<file path="config.mk">
export PLATFORM = sky130hd
export DESIGN_NAME = motor_step_scheduler
export DESIGN_NICKNAME = d
export VERILOG_FILES = /design/src/rtl/motor_step_scheduler.sv
export SDC_FILE = /design/constraint.sdc
export NUM_CORES = 1
export LEC_CHECK = 0
export CAP_MARGIN = 5
export CORE_AREA = 2 2 271 273
export CTS_CLUSTER_SIZE = 14
export DETAILED_ROUTE_END_ITERATION = 7
export DIE_AREA = 0 0 273 275
export GPL_ROUTABILITY_DRIVEN = 0
export HOLD_SLACK_MARGIN = 0.05
export PLACE_DENSITY_LB_ADDON = 0.05
export RECOVER_POWER = 100
export SYNTH_ARGS = -nofsm -noshare
export SYNTH_HDL_FRONTEND = slang
export SYNTH_SLANG_ARGS = --single-unit
</file>
<file path="constraint.sdc">
create_clock -name clock -period 6.4 [get_ports clock]
set_input_delay 1.92 -clock clock [delete_from_list [all_inputs] [get_ports clock]]
set_output_delay 1.92 -clock clock [all_outputs]
set_load 0.01 [all_outputs]
</file>
<file path="src/rtl/motor_step_scheduler.sv">
// Synchronized per-driver H-bridge step sequencer with shadow/active configuration banks.
// Optional build macro MMS_CONTINUOUS_MODE_EN enables the driver-0 ctrl[2] "loop" bit.
module motor_step_scheduler #(
    parameter int NUM_OF_DRIVERS = 8,
    parameter int STEP_W         = 16,
    parameter int COUNT_W        = 8,
    parameter int DEAD_TIME      = 4
) (
    input  logic                                clock,
    input  logic                                reset_n,
    input  logic                                cfg_we,
    input  logic [$clog2(NUM_OF_DRIVERS)+1:0]   cfg_addr,
    input  logic [STEP_W-1:0]                   cfg_wdata,
    input  logic                                latch_data,
    input  logic                                control_trigger,
    output logic [2*NUM_OF_DRIVERS-1:0]         driver_io,
    output logic                                update_cycle_complete,
    output logic                                busy,
    output logic [NUM_OF_DRIVERS-1:0]           driver_active
);

    localparam int IDX_W = $clog2(NUM_OF_DRIVERS);
`ifdef MMS_CONTINUOUS_MODE_EN
    localparam int CTRL_W = 3;
`else
    localparam int CTRL_W = 2;
`endif
    // Phase counter must hold both the dead time (up to 255) and a half-step period.
    localparam int CNT_W = (STEP_W > 8) ? STEP_W : 8;

    typedef enum logic [1:0] {T_IDLE, T_RUN, T_DONE} top_state_t;
    typedef enum logic [1:0] {D_DEAD, D_ON, D_OFF, D_FIN} drv_state_t;

    logic [STEP_W-1:0]  sh_period  [NUM_OF_DRIVERS];
    logic [COUNT_W-1:0] sh_steps   [NUM_OF_DRIVERS];
    logic [CTRL_W-1:0]  sh_ctrl    [NUM_OF_DRIVERS];
    logic [STEP_W-1:0]  act_period [NUM_OF_DRIVERS];
    logic [COUNT_W-1:0] act_steps  [NUM_OF_DRIVERS];
    logic [CTRL_W-1:0]  act_ctrl   [NUM_OF_DRIVERS];
    logic [STEP_W-1:0]  nx_period  [NUM_OF_DRIVERS];
    logic [COUNT_W-1:0] nx_steps   [NUM_OF_DRIVERS];
    logic [CTRL_W-1:0]  nx_ctrl    [NUM_OF_DRIVERS];

    drv_state_t         drv_state  [NUM_OF_DRIVERS];
    logic [CNT_W-1:0]   phase_cnt  [NUM_OF_DRIVERS];
    logic [COUNT_W-1:0] steps_left [NUM_OF_DRIVERS];

    top_state_t         top_state;
    logic               trig_q;
    logic               latch_pending;
    logic               trig_edge;
    logic               do_latch;
    logic               start_run;
    logic               loop_en;

    logic [IDX_W-1:0]   wr_idx;
    logic [1:0]         wr_field;

    assign wr_idx   = cfg_addr[IDX_W+1:2];
    assign wr_field = cfg_addr[1:0];

`ifdef MMS_CONTINUOUS_MODE_EN
    assign loop_en = act_ctrl[0][2];
`else
    assign loop_en = 1'b0;
`endif

    function automatic logic [CNT_W-1:0] half_len(input logic [STEP_W-1:0] p);
        return (p == '0) ? '0 : CNT_W'(p - 1'b1);
    endfunction

    function automatic logic [1:0] on_pattern(input logic dir);
        return dir ? 2'b01 : 2'b10;
    endfunction

    always_ff @(posedge clock or negedge reset_n) begin
        if (!reset_n) begin
            for (int unsigned i = 0; i < NUM_OF_DRIVERS; i++) begin
                sh_period[i] <= '0;
                sh_steps[i]  <= '0;
                sh_ctrl[i]   <= '0;
            end
        end else if (cfg_we && (32'(wr_idx) < NUM_OF_DRIVERS)) begin
            case (wr_field)
                2'd0:    sh_period[wr_idx] <= cfg_wdata;
                2'd1:    sh_steps[wr_idx]  <= cfg_wdata[COUNT_W-1:0];
                2'd2:    sh_ctrl[wr_idx]   <= cfg_wdata[CTRL_W-1:0];
                default: ;
            endcase
        end
    end

    // Drivers are started from the post-latch view so a latch coinciding with a start takes effect.
    always_comb begin
        trig_edge = control_trigger & ~trig_q;
        do_latch  = ((top_state == T_IDLE) && latch_data) ||
                    ((top_state == T_DONE) && (latch_pending || latch_data));
        start_run = ((top_state == T_IDLE) && trig_edge) ||
                    ((top_state == T_DONE) && loop_en);
        for (int unsigned i = 0; i < NUM_OF_DRIVERS; i++) begin
            nx_period[i] = do_latch ? sh_period[i] : act_period[i];
            nx_steps[i]  = do_latch ? sh_steps[i]  : act_steps[i];
            nx_ctrl[i]   = do_latch ? sh_ctrl[i]   : act_ctrl[i];
        end
    end

    always_ff @(posedge clock or negedge reset_n) begin
        if (!reset_n) begin
            top_state             <= T_IDLE;
            trig_q                <= 1'b0;
            latch_pending         <= 1'b0;
            busy                  <= 1'b0;
            update_cycle_complete <= 1'b0;
            driver_io             <= '0;
            driver_active         <= '0;
            for (int unsigned i = 0; i < NUM_OF_DRIVERS; i++) begin
                act_period[i] <= '0;
                act_steps[i]  <= '0;
                act_ctrl[i]   <= '0;
                drv_state[i]  <= D_FIN;
                phase_cnt[i]  <= '0;
                steps_left[i] <= '0;
            end
        end else begin
            trig_q                <= control_trigger;
            update_cycle_complete <= 1'b0;

            case (top_state)
                T_IDLE: begin
                    if (trig_edge) begin
                        top_state <= T_RUN;
                        busy      <= 1'b1;
                    end
                end
                T_RUN: begin
                    if (latch_data) latch_pending <= 1'b1;
                    if (driver_active == '0) begin
                        top_state             <= T_DONE;
                        update_cycle_complete <= 1'b1;
                    end
                end
                T_DONE: begin
                    latch_pending <= 1'b0;
                    if (loop_en) begin
                        top_state <= T_RUN;
                    end else begin
                        top_state <= T_IDLE;
                        busy      <= 1'b0;
                    end
                end
                default: begin
                    top_state <= T_IDLE;
                    busy      <= 1'b0;
                end
            endcase

            if (do_latch) begin
                for (int unsigned i = 0; i < NUM_OF_DRIVERS; i++) begin
                    act_period[i] <= sh_period[i];
                    act_steps[i]  <= sh_steps[i];
                    act_ctrl[i]   <= sh_ctrl[i];
                end
            end

            for (int unsigned i = 0; i < NUM_OF_DRIVERS; i++) begin
                if (start_run) begin
                    driver_io[2*i +: 2] <= 2'b00;
                    if (nx_ctrl[i][1] && (nx_steps[i] != '0)) begin
                        drv_state[i]     <= D_DEAD;
                        phase_cnt[i]     <= CNT_W'(DEAD_TIME - 1);
                        steps_left[i]    <= nx_steps[i];
                        driver_active[i] <= 1'b1;
                    end else begin
                        drv_state[i]     <= D_FIN;
                        driver_active[i] <= 1'b0;
                    end
                end else begin
                    case (drv_state[i])
                        D_DEAD: begin
                            if (phase_cnt[i] == '0) begin
                                drv_state[i]        <= D_ON;
                                driver_io[2*i +: 2] <= on_pattern(act_ctrl[i][0]);
                                phase_cnt[i]        <= half_len(act_period[i]);
                            end else begin
                                phase_cnt[i] <= phase_cnt[i] - 1'b1;
                            end
                        end
                        D_ON: begin
                            if (phase_cnt[i] == '0) begin
                                drv_state[i]        <= D_OFF;
                                driver_io[2*i +: 2] <= 2'b00;
                                phase_cnt[i]        <= half_len(act_period[i]);
                            end else begin
                                phase_cnt[i] <= phase_cnt[i] - 1'b1;
                            end
                        end
                        D_OFF: begin
                            if (phase_cnt[i] == '0) begin
                                steps_left[i] <= steps_left[i] - 1'b1;
                                if (steps_left[i] == COUNT_W'(1)) begin
                                    drv_state[i]     <= D_FIN;
                                    driver_active[i] <= 1'b0;
                                end else begin
                                    drv_state[i]        <= D_ON;
                                    driver_io[2*i +: 2] <= on_pattern(act_ctrl[i][0]);
                                    phase_cnt[i]        <= half_len(act_period[i]);
                                end
                            end else begin
                                phase_cnt[i] <= phase_cnt[i] - 1'b1;
                            end
                        end
                        default: begin
                            driver_io[2*i +: 2] <= 2'b00;
                            driver_active[i]    <= 1'b0;
                        end
                    endcase
                end
            end
        end
    end

endmodule

</file>
==> results of run 1 <==
==> routing by layer <==
metal	part of all wire, %	vias up	GRT usage [%]
met2	46	719	41.5
met1	47	13700	36.1
met4	2.0	8	6.30
met3	4.7	163	3.63
met5	0.052	-	0
li1	-	13000	-
==> stage by stage <==
step / setup WS (ps) / util, % / hold slack, ps / area (sq um)
final: 987 / 51.9 / 461 / 37500
after global routing: 781 / 51.9 / 475 / 37500
after CTS: 1830 / 52.1 / 459 / 37700
after detailed placement: 1190 / 48.4 / 450 / 35000
after global placement: 1270 / 48.4 / 441 / 35000
after floorplan: 2820 / - / 433 / 33700
==> Yosys cell counts (all sizes together), types with 25 or more instances <==
| master | number | area (sq um) |
|---|---|---|
| nor3 | 170 | 887 |
| xnor2 | 49 | 429 |
| nor4 | 108 | 718 |
| nor2 | 268 | 1020 |
| ha | 72 | 901 |
| nor3b | 31 | 243 |
| clkbuf | 111 | 417 |
| dfrtp | 638 | 16000 |
| nand2 | 747 | 2800 |
| o211ai | 25 | 188 |
| a31oi | 47 | 294 |
| buf | 45 | 256 |
| inv | 85 | 319 |
| a211oi | 28 | 210 |
| o21ai | 288 | 1440 |
| nand3 | 64 | 320 |
| or4 | 38 | 297 |
| or3 | 33 | 211 |
| xor2 | 44 | 385 |
| a21oi | 151 | 759 |
| mux2 | 220 | 2480 |
==> final timing paths <==
kind / startpoint / endpoint / slack [ps]
worst max-delay path: control_trigger / steps_left[8] / 990
worst min-delay path: sh_period[100] / act_period[100] / 460
worst max register to register: phase_cnt[0] / phase_cnt[12] / 1890
worst min register to register: sh_period[100] / act_period[100] / 460
max in group asynchronous: reset_n / sh_period[124] / 1790
min in group asynchronous: reset_n / phase_cnt[84] / 1300
==> power by group through the flow <==
stage	Clock, mW	Sequential, mW	Combinational [mW]
after global routing	4.86	7.22	8.12
after CTS	4.68	6.98	7.21
after global placement	0	6.96	7.00
final	4.58	7.00	7.22
after floorplan	0	6.61	5.45
after detailed placement	0	7.03	7.17
==> kinds of logic after synthesis <==
group                    count (synthesis)  synth area share, %
AO/OA/AOI/OAI                          706                 12.7
XOR/XNOR                                93                 2.42
adder cells (fa/ha/maj)                 72                 2.68
buffers and inverters                  242                 2.96
flip-flops                             654                 48.7
multiplexers                           236                 7.83
AND/OR/NAND/NOR                       1621                 22.7
==> sequential cells by signal, summed over array words and instances, names as in the netlist, 64 cells and up <==
register and count:
phase_cnt 128, sh_period 128, act_period 128, sh_steps 64, act_steps 64, steps_left 64
==> cells in the final DEF (no fill, tap or decap), types with 44 or more instances in the layout <==
| master | instances |
|---|---|
| mux2_2 | 217 |
| clkbuf_16 | 79 |
| nand3_1 | 64 |
| xnor2_1 | 49 |
| nor3_1 | 164 |
| nor2_1 | 265 |
| a21oi_1 | 151 |
| nand2_1 | 746 |
| o21ai_0 | 286 |
| ha_1 | 72 |
| nor4_1 | 104 |
| dfrtp_1 | 638 |
| a31oi_1 | 47 |
| xor2_1 | 44 |
| inv_1 | 85 |
==> worst max-delay path: stages <==
cell and delay [ps]:
dlygate4sd3_1 580, nor4b_4 750, buf_4 240, clkbuf_1 1490, nand2b_1 540, o22ai_1 320
a21oi_1 70
==> cell type report <==
| class | count | area [sq um] | area share [%] |
|---|---|---|---|
| Sequential cell | 654 | 16400 | 43.7 |
| Multi-Input combinational cell | 2728 | 16300 | 43.4 |
| Clock buffer | 120 | 2340 | 6.24 |
| Tap cell | 959 | 1200 | 3.20 |
| Timing Repair Buffer | 81 | 679 | 1.81 |
| Inverter | 86 | 323 | 0.860 |
| Clock inverter | 20 | 310 | 0.827 |
| Antenna cell | 2 | 5.00 | 0.0133 |
==> impl_summary.md, run 1 <==
Clock network
The H-tree was split into 3 levels. CTS placed an instance of clkbuf_16 at the clock tree root. TritonCTS built the clock tree.

Clock-pin slew was measured on the worst setup and hold paths at 50 ps. The buffer count from post-CTS setup fixing is 0. The number of buffers created by CTS is 77. The maximum buffer depth of the clock tree is 3.

The later pin in the worst-skew pair is clocked with a latency of 620 ps. The number of clock sinks is 654. The number of buffers added to fix hold violations after cts is 0. Once the clock tree was built, the resizer swapped 0 gates to a different size.

Pwr
The net switching power is 7.71 mW. The largest vdd supply drop is 0.291 mV. The clock network is responsible for 24.4% of the overall power. The sequential group share of total power is 37.2%. The cell area power density is 501 nW/um^2. The switching share of power is 41.0%. The share of power burned in combinational logic is 38.4%.

The leakage dissipation is 17.1 nW. The cell-internal power is 11.1 mW. The total power draw is 18.8 mW.

Routing
The DRC violation count after routing is 0. The number of optimization iterations in the first detailed-route pass is 6. In this run the remaining antenna-violating nets after routing total 0. The number of violations reported at the end of detailed-routing iteration 0 is 2877. The average via count per standard cell is 5.93. After detailed routing, the total wire length is 94900 um. The final route contains 27600 vias. The routed length per placed instance is 20.4 um.

Finish
The final cell count without fillers is 4650. The share of layout cells above drive strength 1 is 11.6%. Counting the fill cells in the layout gives 6694.

After the last flow step, the layout net total stands at 3726. Compared with the post-synthesis result, the final layout area differs by 11.5%.

Timing
The setup total negative slack is 0 ps. The part of the cycle the worst path needs is 84.6%. Setup violations remaining at the end of the flow were counted as 0. The hold violation count in the final report came to 0. The transition time of the tightest slew-check pin is 3040 ps.

The routed design could run at a clock period as short as 5410 ps. For the final database, setup skew stands at 18.3 ps. Setup repair after global routing left no endpoint under its margin. The relative slew slack is -103%. The peak clock frequency supported by timing is 0.185 GHz. The final number of max-transition violations is 982.

Floorplanning
The die height is 275 um. The area of the core is 72300 sq um. The initialized floorplan defines 99 standard-cell rows. The initial standard-cell utilization of the core is 46.5%. The die covers 75100 sq um.

The top-level port count is 52. From left edge to right edge, the die measures 273 um.

Worst setup path
The required time reported for the critical path endpoint is 6900 ps. The data arrival time of the critical path is 5910 ps. The highest net fanout along the worst path is 42. STA classifies the critical path endpoint as a flip-flop. The type of element launching the critical path is an input pin. For the worst flop-to-flop path, the logic depth is 8. The worst setup path is of the input pin to flip-flop kind.

Worst hold path
The worst hold path passes through 2 cells. In this run the worst hold path is classified as flip-flop to flip-flop.

Global routing
The total track usage is 25.5%. The maximum number of pins on one net before global-route repair is 187. The global route total overflow is 0. The initial antenna violation count is 11. The number of global-route vias before repair came to 27000. The wire length of the first global-routing pass is 152000 um.

Placement
The half-perimeter wire length after detailed placement is 61400 um. The number of placed instances with taps included is 4508. The number of buffers added on ports is 51.

Logic synthesis
The flip-flop and latch count after synthesis is 654. The count of different cell masters after synthesis is 90. Dividing the synthesized area by the synthesized cell count gives 9.29 sq um. The Yosys step of the flow raised 0 warnings.

The synthesized design contains 0 enable-type register cells. In the synthesized netlist, the number of instances is 3624. After synthesis, the share of flip-flops with an asynchronous set or reset is 100%. The cell area after synthesis is 33700 sq um. The portion of the post-synthesis area used by sequential elements is 48.7%. The total nets after synthesis is 3722. Among all flip-flop cells after synthesis, the most frequent one is dfrtp_1.

Status
The checks that failed: max-capacitance violations, max-slew violations. The run finished, with violations left.

Job
The max-capacitance violation count is 13.
Note: power is estimated with default switching activity, not from simulation.
==> run 2, diff against run 1 <==
==> constraint.sdc (replaced) <==
create_clock -name clock -period 4.9 [get_ports clock]
set_input_delay 1.47 -clock clock [delete_from_list [all_inputs] [get_ports clock]]
set_output_delay 1.47 -clock clock [all_outputs]
set_load 0.01 [all_outputs]
==> run 2 against run 1 <==
The flow still finishes with violations (max-capacitance violations, max-slew violations). Via count is 0.35% lower. Setup slack worse by 330 ps. Highest routed layer unchanged. Combinational power is 31% higher. Total power is 31% higher. Largest power group unchanged.
==> impl_summary.md, run 2 (same netlist as run 1, synthesis figures left out) <==
Worst setup path
For this run, the slowest stage of the critical path takes 940 ps. The data arrival time of the critical path is 4770 ps. The buffering stage count on the worst path with inverters included is 1. The most critical setup path has its endpoint at phase_cnt[95]. The cell repeated most along the worst path is a21oi_1. Setup slack on the worst reg-to-reg path comes out at 1310 ps. The worst setup path is of the input pin to flip-flop kind. The worst setup path startpoint is control_trigger. Along the worst path, the maximum fanout reaches 14.

The cell family contributing the most delay on the critical path is compound AO/OA/AOI/OAI gates. For this design, the slowest cell found on the critical path is a21oi_1. The instance count on the critical path is 7. The signal on the critical path passes through dlygate4sd3_1 -> or4b_1 -> nand2_1 -> a21oi_1 -> a21oi_1 -> o21ai_0 -> o211ai_1. The sort of element at the end of the critical path is a flip-flop.

The worst register-to-register path ends at phase_cnt[95]. The number of cells on the worst reg-to-reg path is 8. The worst setup path is launched from an input pin.

The required time reported for the critical path endpoint is 5430 ps. The worst register-to-register path begins at phase_cnt[80].

Floorplanning
For this design the top-level I/O count stands at 52. From bottom edge to top edge, the die measures 275 um. The area of the core is 72300 sq um.

The width of the die is 273 um. After floorplanning, the core was divided into 99 placement rows. The initial utilization of the core area, before any placement, comes to 46.5%. The die outline area is 75100 sq um.

Routing
The routed length per placed instance is 20.1 um. The residual antenna-violating net count after detailed routing is 0. The first detailed-routing pass ran for 6 iterations.

After detailed routing, the number of remaining DRC violations is 0. The final route contains 27500 vias. The average via count per standard cell is 5.89. The number of violations reported at the end of detailed-routing iteration 0 is 2117.

Wires add up to 93600 um.

Clock network
For this design, the sink count on the clock tree is 654. After clock tree synthesis, the clock-pin slew on the worst setup and hold paths is 60 ps. Buffers inserted to repair hold after CTS numbered 0. The clock insertion delay at the later pin of the skew report is 620 ps. The H-tree depth is 3. The root buffer cell chosen for the clock tree is clkbuf_16.

TritonCTS built the clock tree. The count of instances resized after the clock tree is built is 0. Post-CTS timing repair inserted 0 buffers for setup. The number of buffers created by CTS is 76. The longest clock path from root to sink contains 3 buffers.

Finish
The largest registers in the layout are act_period x128, phase_cnt x128, sh_period x128. At the end of the flow, the number of nets in the layout was 3747. The post-synthesis to final-layout area growth is 12.1%. The library cells used most frequently in the layout, excluding fill and tap cells, are 747 x nand2_1, 638 x dfrtp_1, 286 x o21ai_0.

The most common library cell in the layout ignoring fill and taps is nand2_1. The final cell count without fillers is 4666. The share of layout cells above drive strength 1 is 12.1%.

Global routing
The global route total overflow is 0. The number of global-route vias before repair is 26900. The wire length of the first global-routing pass is 150000 um. The initial antenna violation count was 9. Entering global routing, the biggest net connects 125 pins. The total track usage is 25.0%.

Placement
Timing analysis after detailed placement gives a worst setup slack of 507 ps. The half-perimeter wire length after detailed placement is 62200 um. The number of buffers added on ports is 51. The number of placed instances with taps included is 4530.

Job
Max-cap violations in this run came to 1.

Timing
The hold violation count in the final report is 0. The relative slew slack is -81.1%. The post-route worst setup slack is 660 ps. The final number of max-transition violations is 87. Setup repair after global routing left no endpoint under its margin. The post-route worst hold slack is 459 ps. The number of setup violations in the final report is 0. The setup total negative slack is 0 ps.

The transition time of the tightest slew-check pin is 2720 ps. Counting I/O delays and the setup requirement, the final critical path takes 4240 ps. The part of the cycle the worst path needs is 86.5%. The maximum clock skew at final layout is 26.4 ps. The peak clock frequency supported by timing is 0.236 GHz.

Pwr
The leakage dissipation is 17.2 nW. The cell area power density is 651 nW/um^2. Across the VDD grid, the largest voltage drop is 0.429 mV. The total power draw is 24.6 mW.

Worst hold path
The worst hold path class is flip-flop to flip-flop.

Status
The flow ran to the end, but the final reports show violations. The final reports fail on max-capacitance violations, max-slew violations.
-- run 2: layer usage --
metal	up-vias	track usage [%]	share of wire, %
met5	-	0	0.069
met4	10	6.80	2.1
met3	136	3.60	5.3
met2	762	40.8	46
met1	13600	35.0	46
li1	13000	-	-
-- run 2: worst min-delay path, stage by stage (launching register included) --
cell and delay [ps]:
dfrtp_1 330, nand2_1 50, nand2_1 50
-- run 2: stage by stage --
stage | util, % | cell area (sq um)
after floorplan | - | 33700
after global placement | 48.7 | 35200
after detailed placement | 48.7 | 35200
after CTS | 52.3 | 37900
after global routing | 52.2 | 37800
final | 52.2 | 37800
-- run 2: worst min-delay path by stage --
stage | startpoint | to | slack [ps] | cells past startpoint
after global routing | sh_period[71] | act_period[71] | 480 | 2
final | sh_period[110] | act_period[110] | 460 | 2
after floorplan | sh_ctrl[10] | act_ctrl[10] | 430 | 2
after detailed placement | sh_period[110] | act_period[110] | 450 | 2
after global placement | sh_period[108] | act_period[108] | 440 | 2
after CTS | sh_period[71] | act_period[71] | 460 | 2
-- run 2: final cells by class --
cell class / count / area [sq um]
diodes: 1 / 2.50
well taps: 959 / 1200
inverters: 86 / 323
repair buffers: 103 / 936
clock buffers: 103 / 2160
clock inverters: 32 / 490
flip-flops and latches: 654 / 16400
multi-input cells: 2728 / 16300
fillers: 6622 / 34600
-- run 2: power by group --
| group | internal (mW) | total (mW) | switching (mW) | leakage [nW] |
|---|---|---|---|---|
| sequential | 7.27 | 9.13 | 1.86 | 8.42 |
| combinational | 3.62 | 9.43 | 5.81 | 7.48 |
| clock | 3.67 | 6.01 | 2.33 | 1.29 |
| total | 14.6 | 24.6 | 10.0 | 17.2 |
